$ cat config.mk
export PLATFORM = sky130hd
export DESIGN_NAME = seg7_hex
export DESIGN_NICKNAME = d
export VERILOG_FILES = /design/src/rtl/ring_pkg.sv /design/src/rtl/seg7_hex.sv
export SDC_FILE = /design/constraint.sdc
export NUM_CORES = 1
export LEC_CHECK = 0
export ABC_AREA = 1
export CAP_MARGIN = 20
export CORE_AREA = 2 2 39 41
export DETAILED_ROUTE_END_ITERATION = 7
export DIE_AREA = 0 0 41 43
export GPL_TIMING_DRIVEN = 0
export REMOVE_ABC_BUFFERS = 1
export SLEW_MARGIN = 25
export SYNTH_ARGS = -nofsm -noshare
export SYNTH_HDL_FRONTEND = slang
export SYNTH_SLANG_ARGS = --single-unit
$ cat constraint.sdc
create_clock -name vclk -period 1.2
set_input_delay 0.24 -clock vclk [all_inputs]
set_output_delay 0.24 -clock vclk [all_outputs]
set_load 0.05 [all_outputs]
$ cat src/rtl/ring_pkg.sv
// Shared types, 7-segment glyphs and one-hot helpers for the ring counter link.
package ring_pkg;

  typedef enum logic [1:0] {
    HUNT   = 2'd0,
    SYNC   = 2'd1,
    LOCKED = 2'd2
  } ring_state_t;

  // Segment order is {g,f,e,d,c,b,a}, active-high.
  localparam logic [6:0] SEG_0    = 7'b0111111;
  localparam logic [6:0] SEG_1    = 7'b0000110;
  localparam logic [6:0] SEG_2    = 7'b1011011;
  localparam logic [6:0] SEG_3    = 7'b1001111;
  localparam logic [6:0] SEG_4    = 7'b1100110;
  localparam logic [6:0] SEG_5    = 7'b1101101;
  localparam logic [6:0] SEG_6    = 7'b1111101;
  localparam logic [6:0] SEG_7    = 7'b0000111;
  localparam logic [6:0] SEG_8    = 7'b1111111;
  localparam logic [6:0] SEG_9    = 7'b1101111;
  localparam logic [6:0] SEG_A    = 7'b1110111;
  localparam logic [6:0] SEG_B    = 7'b1111100;
  localparam logic [6:0] SEG_C    = 7'b0111001;
  localparam logic [6:0] SEG_D    = 7'b1011110;
  localparam logic [6:0] SEG_E    = 7'b1111001;
  localparam logic [6:0] SEG_F    = 7'b1110001;
  localparam logic [6:0] SEG_DASH = 7'b1000000;

  function automatic logic is_onehot4(input logic [3:0] v);
    return (v != 4'd0) && ((v & (v - 4'd1)) == 4'd0);
  endfunction

  function automatic logic [3:0] rotl4(input logic [3:0] v);
    return {v[2:0], v[3]};
  endfunction

endpackage

$ cat src/rtl/seg7_hex.sv
// Combinational hex digit to 7-segment glyph decoder, shared with the generator display.
module seg7_hex
  import ring_pkg::*;
(
  input  logic [3:0] value_i,
  output logic [6:0] glyph_o
);

  always_comb begin
    glyph_o = SEG_DASH;
    case (value_i)
      4'h0: glyph_o = SEG_0;
      4'h1: glyph_o = SEG_1;
      4'h2: glyph_o = SEG_2;
      4'h3: glyph_o = SEG_3;
      4'h4: glyph_o = SEG_4;
      4'h5: glyph_o = SEG_5;
      4'h6: glyph_o = SEG_6;
      4'h7: glyph_o = SEG_7;
      4'h8: glyph_o = SEG_8;
      4'h9: glyph_o = SEG_9;
      4'hA: glyph_o = SEG_A;
      4'hB: glyph_o = SEG_B;
      4'hC: glyph_o = SEG_C;
      4'hD: glyph_o = SEG_D;
      4'hE: glyph_o = SEG_E;
      4'hF: glyph_o = SEG_F;
      default: glyph_o = SEG_DASH;
    endcase
  end

endmodule

# Yosys cells after proc, flatten, opt, wreduce, memory -nomap -nowiden
# Memories as Yosys holds them, arrays and structs flattened.
# Cells that the tools add are included.
[word_totals]
mem_bits_ro = 112
n_memories = 1
ram_bits = 0
output_inout_bits = 7
latchBits = 0
reg_bits = 0
[op_classes]
reduce_logical = 0
mul = 0
n_lt_le_gt_ge = 0
shift = 0
n_eq_ne = 0
muxes = 0
addsub = 0
div_mod_pow = 0
bitwise = 0
[mem_list]
columns = ["name", "words", "word_bits", "rd", "rd_clocked_by_memory_dff", "wr", "line", "text"]
rows = [
  ["(name not given)", 16, 7, 1, 0, 0, "seg7_hex.sv:11", "case (value_i)"],
]

# Logic depth before layout (Yosys ltp)
# Gate-level depths: netlist of the first run.
# An unclocked memory read counts as a cell.
[depth]
ltp_word = 1
ltp_mapped = 7
depth_no_buf = 7

# Least setup slack after synthesis of the first run
# No wires, ideal clock.
[synth_timing]
kind = "input -> output"
startpoint = "input port value_i[0]"
endpoint = "output port glyph_o[3]"
arrival_ps = 1079
cell_stages = 6
setup_slack_ps = -119
cell_sequence = "inv_1 -> ha_1 -> nand2_1 -> o21ai_0 -> nand2_1 -> nand2_1"
[synth_via]
elab_chain_len = 1
[synth_lines]
columns = ["element", "line", "text"]
rows = [
  ["start, declared", "seg7_hex.sv:5", "input logic [3:0] value_i,"],
  ["$mem_v2 16x7", "--", ""],
  ["end, declared", "seg7_hex.sv:6", "output logic [6:0] glyph_o"],
]
# No other way between the ends.

# Worst setup path after layout of the first run
# Same ends and word-level chain as after synthesis.

==> run summary, run 1 <==
Mapped Area - 270 um^2
Ys Warns - 0
Worst VDD drop - 0.124 mV
Cell Rows - 14
Crit-path slowest cell - ha_4
status - finished with violations
total setup buffers inserted after CTS - 0
Core Region - 1380 um^2
Power Density - 519 nW/um^2
clock buf count - 0
fin nets - 75
cell leakage power - 0.250 nW
Arrival @ worst endpoint - 1.02 ns
post-synthesis instance total - 52
Die Wd - 41 um
final worst path period need - 1.26 ns
CP startpoint kind - input port
final WL - 586 um
post-DP HPWL - 472 um
violated checks - negative setup slack
Commonest cells post-synth - nand2_1 (28), ha_1 (7), inv_1 (7)
initial antenna violation count - 0
CP Class - in2out
num ports - 11
final period utilization - 105%
worst slew pin tran - 0.183 ns
starting density of the core - 19.5%
Post-Route Setup TNS - -0.137 ns
final setup margin - -0.0638 ns
routability congestion estimate - 0.748
WHS - 0.934 ns
Antenna Nets Post-Route - 0
Layout Area Growth over Synthesis - 70.4%
Buf/Inv on CP - 3
Routed wire per std cell - 7.51 um
pin count of the biggest net entering global routing - 10
Die Footprint - 1760 um^2
critical path peak fanout - 4
Required @ worst endpoint - 0.96 ns
maxcap violations - 0
DRT Pass-1 Iters - 4
detailed-route DRC error count - 0
CP max stage delay - 0.26 ns
final hold violations - 0
Antenna diodes - 0
Final Max Slew Viols - 0
Total GRT Usage - 6.39%
register area - 0 um^2
crit-path cells - buf_12 -> inv_6 -> ha_4 -> nand2_2 -> o21ai_1 -> nand2_1 -> nand2_1 -> buf_6
via count - 317
multi-input logic area - 263 um^2
port buffer count - 11
Die Ht - 43 um
most frequent CP cell - nand2_1
top cell type by total area after synthesis - nand2_1
Synth area leaders - nand2_1 (39%), ha_1 (32%), inv_1 (9.7%)
Seq/Total Area, Yosys - 0%
Syn Area/Cell - 5.20 um^2
Setup Viol. Count Final - 4
Fmax - 791 MHz
CP Capture Type - output port
Synth cell types - 9
Hold Crit Class - in2out
Largest delay share family, worst path - buffers and inverters
gr ovfl total - 0
first-pass GRT wire length - 869 um
DRT iter0 DRCs - 1
fillcell total - 148
Vias/cell - 4.06
number of global-route vias before repair - 238
FFs & Latches - 0
share of the synthesized area in the top cell type - 38.9%
layout cell share with drive strength beyond 1 - 32.3%
unrepaired setup endpoints after global routing - true
most common cell in the netlist - nand2_1
Worst slew margin - 87.8%
-- report_power, final --
part	switching, mW	internal, mW
clock network	0	0
registers	0	0
logic	0.149	0.0901
total	0.149	0.0901
-- area by class of cell --
type               count  area share [%]
multi-input cells     43            57.1
well taps             16            4.35
repair buffers        11            29.3
inverters              8            9.24
-- worst min-delay path: stages --
cell     delay, ns
buf_12        0.09
nand2_1       0.05
nand2_1       0.05
nand2_1       0.04
nand2_1       0.06
buf_6         0.15
-- worst paths after layout --
check                  start    endpoint  slack, ns  cells past startpoint
setup / recovery  value_i[0]  glyph_o[3]      -0.06                      8
hold / removal    value_i[1]  glyph_o[6]       0.93                      6
-- per-stage QoR --
stage | std cells | area, um^2 | worst slack, ns | power [mW] | utilization, %
floorplan | 51 | 263 | -0.119 | 0.135 | -
global placement | 78 | 393 | -1.31 | 0.207 | 28.4
detailed placement | 78 | 393 | -1.31 | 0.207 | 28.4
CTS | 78 | 438 | -0.0659 | 0.229 | 31.6
global route | 78 | 460 | -0.112 | 0.254 | 33.3
finish | 78 | 460 | -0.0638 | 0.239 | 33.3
-- cells in the final DEF, fill, tap and decap left out --
master	count
inv_2	2
clkdlybuf4s15_2	1
buf_12	2
buf_2	1
nand3_1	4
inv_8	1
ha_4	2
inv_1	4
nor2_1	1
ha_2	1
nand2_2	2
buf_6	7
inv_6	1
o21ai_0	1
o21ai_1	1
ha_1	4
nand2_1	27
-- logic make-up after synthesis --
family / count (synthesis) / synth area share (%)
simple gates: 34 / 50.0
compound gates: 2 / 3.70
buf+inv: 9 / 13.9
fa+ha+maj: 7 / 32.4
-- layer usage --
| layer | vias to the layer above | wire length [um] | global-route usage [%] |
|---|---|---|---|
| met2 | 4 | 310 | 13.1 |
| met4 | 0 | 0 | 0 |
| met5 | - | 0 | 0 |
| met3 | 0 | 13 | 0 |
| li1 | 180 | - | - |
| met1 | 133 | 261 | 6.96 |
-- what timing repair did --
action,4_1_cts,5_1_grt
pin swaps,2,2
setup endpoints to repair,7,7
gates resized for setup,82,4
hold buffers,0,0
Power figures use the tool's default switching activity.
==> run 2, diff against run 1 <==
--- a/config.mk
+++ b/config.mk
@@ -6,7 +6,6 @@
 export NUM_CORES = 1
 export LEC_CHECK = 0
 export ABC_AREA = 1
-export CAP_MARGIN = 20
 export CORE_AREA = 2 2 39 41
 export DETAILED_ROUTE_END_ITERATION = 7
 export DIE_AREA = 0 0 41 43
==> results of run 2 <==
The final DEF is identical to that of run 1; final timing and power are the same.
